<file path="src/rtl/avalon_reg_bank_if.sv">
// ---------------------------------------------------------------------------
// avalon_reg_bank_if
// Avalon-MM style slave bus used by avalon_reg_bank.
//   address       : {reg_index, mode[1:0]}
//   chip_select   : slave select
//   read / write  : transfer strobes (asserting both is a no-op)
//   byte_enable   : per-byte write lane enables
//   writedata     : write data / bit mask
//   readdata      : registered read data
//   readdatavalid : one-cycle pulse qualifying readdata
// Modports: master drives the request side, slave drives the response side.
// ---------------------------------------------------------------------------
interface avalon_reg_bank_if #(
    parameter int unsigned ADDR_W = 4,
    parameter int unsigned DATA_W = 32
);
    localparam int unsigned BE_W = DATA_W / 8;

    logic [ADDR_W-1:0] address;
    logic              chip_select;
    logic              read;
    logic              write;
    logic [BE_W-1:0]   byte_enable;
    logic [DATA_W-1:0] writedata;
    logic [DATA_W-1:0] readdata;
    logic              readdatavalid;

    modport master (
        output address, chip_select, read, write, byte_enable, writedata,
        input  readdata, readdatavalid
    );

    modport slave (
        input  address, chip_select, read, write, byte_enable, writedata,
        output readdata, readdatavalid
    );
endinterface

</file>
<file path="src/rtl/avalon_reg_bank.sv">
// ---------------------------------------------------------------------------
// avalon_reg_bank
// Bank of NUM_REGS DATA_W-bit registers behind an Avalon-MM style slave.
// Writes use address[1:0] as an operation: load / set / clear / toggle,
// applied only on enabled byte lanes. Reads have a fixed latency of one
// cycle and never stall. Indices at or above NUM_REGS ignore writes and
// read back as zero.
//
// Ports:
//   clock     : rising-edge clock
//   resetn    : synchronous active-low reset
//   bus       : avalon_reg_bank_if slave modport (address, chip_select,
//               read, write, byte_enable, writedata, readdata,
//               readdatavalid)
//   reg_out   : all registers, register i at [i*DATA_W +: DATA_W]
//   to_lights : register 0
//
// Optional feature macro: REGBANK_WRCNT_EN
//   Adds a DATA_W-bit counter of effective writes (in-range index, non-zero
//   byte_enable). A read with address[1:0]=3 then returns the counter.
// ---------------------------------------------------------------------------
module avalon_reg_bank #(
    parameter int unsigned       NUM_REGS  = 4,
    parameter int unsigned       DATA_W    = 32,
    parameter logic [DATA_W-1:0] RESET_VAL = '0
) (
    input  logic                       clock,
    input  logic                       resetn,
    avalon_reg_bank_if.slave           bus,
    output logic [NUM_REGS*DATA_W-1:0] reg_out,
    output logic [DATA_W-1:0]          to_lights
);
    localparam int unsigned IDX_W  = (NUM_REGS <= 1) ? 1 : $clog2(NUM_REGS);
    localparam int unsigned ADDR_W = IDX_W + 2;
    localparam int unsigned BE_W   = DATA_W / 8;
    localparam logic [IDX_W:0] NUM_REGS_L = NUM_REGS[IDX_W:0];

    typedef enum logic [1:0] {
        MODE_LOAD   = 2'd0,
        MODE_SET    = 2'd1,
        MODE_CLEAR  = 2'd2,
        MODE_TOGGLE = 2'd3
    } wr_mode_t;

    logic [DATA_W-1:0] regs [NUM_REGS];

    logic [IDX_W-1:0]  idx;
    wr_mode_t          mode;
    logic              wr_acc;
    logic              rd_acc;
    logic              idx_ok;
    logic [DATA_W-1:0] cur_val;
    logic [DATA_W-1:0] op_val;
    logic [DATA_W-1:0] wr_val;
    logic [DATA_W-1:0] rd_val;

    always_comb begin
        idx    = bus.address[ADDR_W-1:2];
        mode   = wr_mode_t'(bus.address[1:0]);
        wr_acc = bus.chip_select & bus.write & ~bus.read;
        rd_acc = bus.chip_select & bus.read  & ~bus.write;
        idx_ok = ({1'b0, idx} < NUM_REGS_L);
    end

    // Out-of-range indices read as zero; the guard also keeps the array
    // access in bounds when NUM_REGS is not a power of two.
    always_comb begin
        cur_val = '0;
        if (idx_ok) begin
            cur_val = regs[idx];
        end
    end

    always_comb begin
        op_val = bus.writedata;
        unique case (mode)
            MODE_LOAD:   op_val = bus.writedata;
            MODE_SET:    op_val = cur_val | bus.writedata;
            MODE_CLEAR:  op_val = cur_val & ~bus.writedata;
            MODE_TOGGLE: op_val = cur_val ^ bus.writedata;
            default:     op_val = bus.writedata;
        endcase
    end

    // Merge the operation result lane by lane; disabled lanes keep their value.
    always_comb begin
        wr_val = cur_val;
        for (int unsigned b = 0; b < BE_W; b++) begin
            if (bus.byte_enable[b]) begin
                wr_val[b*8 +: 8] = op_val[b*8 +: 8];
            end
        end
    end

    always_ff @(posedge clock) begin
        if (!resetn) begin
            for (int unsigned i = 0; i < NUM_REGS; i++) begin
                regs[i] <= RESET_VAL;
            end
        end else if (wr_acc && idx_ok) begin
            regs[idx] <= wr_val;
        end
    end

`ifdef REGBANK_WRCNT_EN
    logic [DATA_W-1:0] wr_cnt;

    always_ff @(posedge clock) begin
        if (!resetn) begin
            wr_cnt <= '0;
        end else if (wr_acc && idx_ok && (|bus.byte_enable)) begin
            wr_cnt <= wr_cnt + 1'b1;
        end
    end

    // Mode 3 on a read selects the counter regardless of reg_index.
    always_comb begin
        rd_val = cur_val;
        if (mode == MODE_TOGGLE) begin
            rd_val = wr_cnt;
        end
    end
`else
    always_comb begin
        rd_val = cur_val;
    end
`endif

    always_ff @(posedge clock) begin
        if (!resetn) begin
            bus.readdata      <= '0;
            bus.readdatavalid <= 1'b0;
        end else begin
            bus.readdatavalid <= rd_acc;
            if (rd_acc) begin
                bus.readdata <= rd_val;
            end
        end
    end

    always_comb begin
        for (int unsigned i = 0; i < NUM_REGS; i++) begin
            reg_out[i*DATA_W +: DATA_W] = regs[i];
        end
        to_lights = regs[0];
    end
endmodule

</file>
<file path="src/flat_wrapper.sv">
// flat-port wrapper written by rule: the top's interface ports become plain ports
module avalon_reg_bank_flat 
#(
    parameter int unsigned       NUM_REGS  = 4,
    parameter int unsigned       DATA_W    = 32,
    parameter logic [DATA_W-1:0] RESET_VAL = '0
)
  (clock, resetn, reg_out, to_lights, bus_address, bus_chip_select, bus_read, bus_write, bus_byte_enable, bus_writedata, bus_readdata, bus_readdatavalid);
  avalon_reg_bank_if #(.ADDR_W(4), .DATA_W(DATA_W)) bus_i ();
  input  logic clock;
  input  logic resetn;
  output logic [NUM_REGS*DATA_W-1:0] reg_out;
  output logic [DATA_W-1:0] to_lights;
  input wire logic [$bits(bus_i.address)-1:0] bus_address;
  input wire logic [$bits(bus_i.chip_select)-1:0] bus_chip_select;
  input wire logic [$bits(bus_i.read)-1:0] bus_read;
  input wire logic [$bits(bus_i.write)-1:0] bus_write;
  input wire logic [$bits(bus_i.byte_enable)-1:0] bus_byte_enable;
  input wire logic [$bits(bus_i.writedata)-1:0] bus_writedata;
  output wire logic [$bits(bus_i.readdata)-1:0] bus_readdata;
  output wire logic [$bits(bus_i.readdatavalid)-1:0] bus_readdatavalid;
  assign bus_i.address = bus_address;
  assign bus_i.chip_select = bus_chip_select;
  assign bus_i.read = bus_read;
  assign bus_i.write = bus_write;
  assign bus_i.byte_enable = bus_byte_enable;
  assign bus_i.writedata = bus_writedata;
  assign bus_readdata = bus_i.readdata;
  assign bus_readdatavalid = bus_i.readdatavalid;
  avalon_reg_bank #(.NUM_REGS(NUM_REGS), .DATA_W(DATA_W), .RESET_VAL(RESET_VAL)) u_core (.clock(clock), .resetn(resetn), .bus(bus_i), .reg_out(reg_out), .to_lights(to_lights));
endmodule
</file>
<file path="config.mk">
export PLATFORM = sky130hd
export DESIGN_NAME = avalon_reg_bank_flat
export DESIGN_NICKNAME = d
export VERILOG_FILES = /design/src/rtl/avalon_reg_bank_if.sv /design/src/rtl/avalon_reg_bank.sv /design/src/flat_wrapper.sv
export SDC_FILE = /design/constraint.sdc
export NUM_CORES = 1
export LEC_CHECK = 0
export BUFFER_PORTS_ARGS = -buffer_cell sky130_fd_sc_hd__buf_4
export CAP_MARGIN = 20
export CORE_UTILIZATION = 49
export CTS_BUF_LIST = sky130_fd_sc_hd__clkbuf_8 sky130_fd_sc_hd__clkbuf_16
export CTS_CLUSTER_DIAMETER = 50
export DETAILED_ROUTE_END_ITERATION = 8
export GPL_TIMING_DRIVEN = 1
export PLACE_DENSITY = 0.88
export SLEW_MARGIN = 10
export SYNTH_ARGS = -nofsm -noshare
export SYNTH_HDL_FRONTEND = slang
export SYNTH_SLANG_ARGS = --single-unit
</file>
<file path="constraint.sdc">
create_clock -name clock -period 4.45 [get_ports clock]
set_input_delay 1.1125 -clock clock [delete_from_list [all_inputs] [get_ports clock]]
set_output_delay 1.1125 -clock clock [all_outputs]
set_load 0.01 [all_outputs]
</file>
Yosys cells after proc, flatten, opt, wreduce, memory -nomap -nowiden --
Memories as Yosys holds them, arrays and structs flattened. Cells that the tools add are included.
Word-level totals: register bits 33, RAM bits 128, bits of input ports 45, output and inout port bits 193, logic and storage cells 30, memories 1
Cells by class: equality and inequality tests 3, muxes and demuxes 12, bitwise operators 10, reduce and logical (&&, ||, !) cells 2
Memory list:
- u_core.regs | depth 4, bits a word 32, read ports 5, clocked after Yosys merged registers in 0, write ports 4, line avalon_reg_bank.sv:45 | logic [DATA_W-1:0] regs [NUM_REGS];
Operators with widths (number):
- 32-bit one-hot mux with 4 select lines | 1
- 32-bit AND | 1
- 32-bit two-way mux | 1
- 8-bit two-way mux | 4
- 32-bit NOT | 1
- 32-bit bitwise OR | 1
- 32-bit OR reduction | 1
- 32-bit bitwise XOR | 1
- 1-bit two-way mux | 5
- 1-bit AND | 4
- 2-bit equality test, second input constant | 2
- 2-bit by 1-bit equality test with 1-bit output, second input constant | 1
- 2-bit zero test | 1
- 2-bit two-way mux | 1
- 1-bit NOT | 2

Longest topological paths before layout --
word-level depth 7, depth in mapped cells 10, mapped depth without buffers 7

Worst setup path after synthesis --
No wires, ideal clock.
path kind input -> register, start input port bus_address[2], end memory u_core.regs[3][0], enable pin, library setup time 0.470 ns, arrival 3.973 ns, required time 3.980 ns, path slack 0.007 ns, stages on the path 4, buffers on the path 2, path through buf_2 > buf_2 > nand2_1 > o31ai_1
RTL lines:
- start, declared | line flat_wrapper.sv:14 | input wire logic [$bits(bus_i.address)-1:0] bus_address;
- end, declared | line avalon_reg_bank.sv:45

==> impl_metrics.json <==
{
  "fillers": 1495,
  "leakagePower_uw": 0.00516,
  "timing.rr.start": "u_core.regs[0][23]",
  "vias": 7530,
  "min_period_ns": 3.36,
  "start_util_pct": 50.6,
  "cp_max_fo": 49,
  "relSlewSlack_pct": 33.7,
  "cp-endpoint": "u_core.regs[1][24]",
  "r2r_end": "u_core.regs[1][23]",
  "cts_tree": "yes",
  "drc": 0,
  "setup_viol": 0,
  "ff_latch_area_mm2": 0.00450,
  "grt_max_degree": 50,
  "port-buffer-count": 237,
  "end_kind": "flop",
  "cts_setup_buffers": 0,
  "finClkSkew_ns": 0.00961,
  "worstPathArrival_ns": 3.51,
  "antenna_cells": 0,
  "gr-total-overflow": 0,
  "rows": 50,
  "powerDensity_mw_per_mm2": 313,
  "seq_area_frac_synth_pct": 47.0,
  "rsz0062_at_grt": "false",
  "yosys.area.top_type_share_pct": 40.1,
  "drt.antenna.violating_nets": 0,
  "synth_area_leaders": "edfxtp_1 (40%), mux2_2 (9.6%), ha_1 (8.4%)",
  "critPathLaunchType": "primary input",
  "status": "finished clean",
  "clockRootBuffer": "clkbuf_16",
  "maxSlewViolCount": 0,
  "period_share_pct": 75.6,
  "syn_to_final_growth_pct": 24.0,
  "grt_antenna_before_repair": 0,
  "fmax_mhz": 297,
  "max_slew.worst_pin.slew_ns": 0.994,
  "synth_area_mm2": 0.00959,
  "synthCells": 824,
  "synth_ff_type": "edfxtp_1",
  "syn_nets": 933,
  "timing.final.ws_setup_ns": 1.09,
  "ff2ff_setup_slack_ns": 2.17,
  "vias_per_cell": 5.87,
  "fin_tns_setup_ns": 0,
  "core_mm2": 0.0190,
  "insertion_delay_ns": 0.43,
  "worstSetupPathType": "in -> reg",
  "ys_types": 31,
  "track_usage_pct": 27.3,
  "post-dp-hpwl_mm": 18.3,
  "place.gp.congestion": 0.808,
  "clkTransAtPathRegs_ns": 0.06,
  "grt_pass1_vias": 7364,
  "cts_sinks": 161,
  "die_area_mm2": 0.0201,
  "hold_buffers": 0,
  "r2r_cells": 7,
  "die_w_um": 142,
  "required_ns": 4.60,
  "cts_resized": 0,
  "first_iter_violations": 611,
  "synth.avg_cell_area_um2": 11.6,
  "multi_input_area_mm2": 0.00435,
  "dp_worst_setup_slack_ns": 0.705,
  "synth-seq-cells": 161,
  "fp.dieH_um": 142,
  "ios": 238,
  "yosysTopAreaCell": "edfxtp_1",
  "nets": 1119,
  "worstHoldPathType": "reg -> reg",
  "clock_path_buffers": 2,
  "cap_viol_max_count": 0,
  "synth-edff-count": 128,
  "drive_above_1_share_pct": 37.6,
  "synth_common_cells": "a21oi_1 (128), edfxtp_1 (128), mux2_2 (82), ha_1 (64), inv_1 (64)",
  "wl_per_cell_um": 21.3,
  "wl_mm": 27.4,
  "dr.pass1.iters": 5,
  "ir_drop_mv": 0.257,
  "final_hold_viol_count": 0,
  "cts-htree-levels": 4,
  "synth-warning-count": 0,
  "numCtsBuffers": 17,
  "async_flop_share_pct": 0,
  "timing.critical_path.from": "bus_address[3]",
  "grt_pass1_wl_mm": 40.9
}
-- metal layers --
layer | vias to the layer above | wire length [um] | global-route usage, %
met4 | 0 | 590 | 11.7
li1 | 3386 | - | -
met3 | 49 | 2030 | 4.59
met5 | - | 0 | 0
met2 | 418 | 14200 | 48.2
met1 | 3677 | 10500 | 32.8
-- cells in the final DEF (no fill, tap or decap), types with 2 or more instances in the layout --
| cell type | n |
|---|---|
| a21oi_1 | 128 |
| a22o_1 | 32 |
| a22oi_1 | 25 |
| a2bb2oi_1 | 4 |
| a32oi_1 | 12 |
| and2_1 | 4 |
| buf_12 | 3 |
| buf_4 | 249 |
| clkbuf_16 | 17 |
| clkinv_2 | 3 |
| clkinvlp_4 | 4 |
| dfxtp_1 | 33 |
| edfxtp_1 | 128 |
| ha_1 | 64 |
| inv_1 | 68 |
| mux2_2 | 82 |
| mux2_4 | 13 |
| mux2i_1 | 33 |
| nand2_1 | 6 |
| nand2_2 | 3 |
| nand2b_1 | 28 |
| nor2_1 | 4 |
| nor2b_1 | 45 |
| o22a_1 | 3 |
| o32a_1 | 20 |
| or3b_2 | 2 |
-- layout make-up --
cell class	instances	area share, %
repair buffers	252	16.2
clock buffers	18	3.69
multi-input cells	514	36.6
clock inverters	14	0.863
well taps	260	2.74
inverters	64	2.02
flip-flops and latches	161	37.9
-- registers in the layout, summed over array words and instances, names as in the netlist --
| register | flops |
|---|---|
| u_core.regs | 128 |
| u_core.bus.readdata | 32 |
| u_core.bus.readdatavalid | 1 |
-- worst min path at each step --
stage | start | to | cells past startpoint
after floorplan | u_core.bus.readdata[24] | u_core.bus.readdata[24] | 1
after global placement | u_core.bus.readdata[4] | u_core.bus.readdata[4] | 1
after detailed placement | u_core.bus.readdata[20] | u_core.bus.readdata[20] | 1
after CTS | u_core.bus.readdata[18] | u_core.bus.readdata[18] | 1
after global routing | u_core.bus.readdata[27] | u_core.bus.readdata[27] | 1
final | u_core.bus.readdata[17] | u_core.bus.readdata[17] | 1
-- worst max-delay path, cell delays in order --
cell and delay [ns]:
buf_4 0.58, buf_4 0.35, mux2_2 0.37, mux2_2 0.30, inv_1 0.07, ha_1 0.23, nor2b_1 0.11, o32a_1 0.25
a21oi_1 0.10
-- cell families (layout without fill, tap and decap cells) --
| family | count (synthesis) | after routing | synth area share (%) |
|---|---|---|---|
| flip-flops | 161 | 161 | 47.0 |
| AND/OR/NAND/NOR | 96 | 96 | 6.08 |
| buffers and inverters | 149 | 348 | 7.93 |
| adder cells (fa/ha/maj) | 64 | 64 | 8.35 |
| multiplexers | 128 | 128 | 15.1 |
| AO/OA/AOI/OAI | 226 | 226 | 15.5 |
-- per-stage QoR --
stage | cell area [um2] | hold slack [ns] | util, % | cells | power [uW]
detailed placement | 11400 | 0.466 | 59.9 | 1251 | 2390
CTS | 11900 | 0.486 | 62.7 | 1283 | 3730
floorplan | 9590 | 0.522 | - | 824 | 2140
global placement | 11400 | 0.464 | 59.9 | 1251 | 2360
finish | 11900 | 0.487 | 62.7 | 1283 | 3730
global route | 11900 | 0.499 | 62.7 | 1283 | 3850
-- power by group --
group          total, uW  internal, uW  switching (uW)  leakage (uW)
clock               1360           771             588      0.000270
combinational        642           289             353       0.00330
sequential          1730          1680            43.1       0.00159
total               3730          2740             983       0.00516
(Power assumes the default switching activity.)
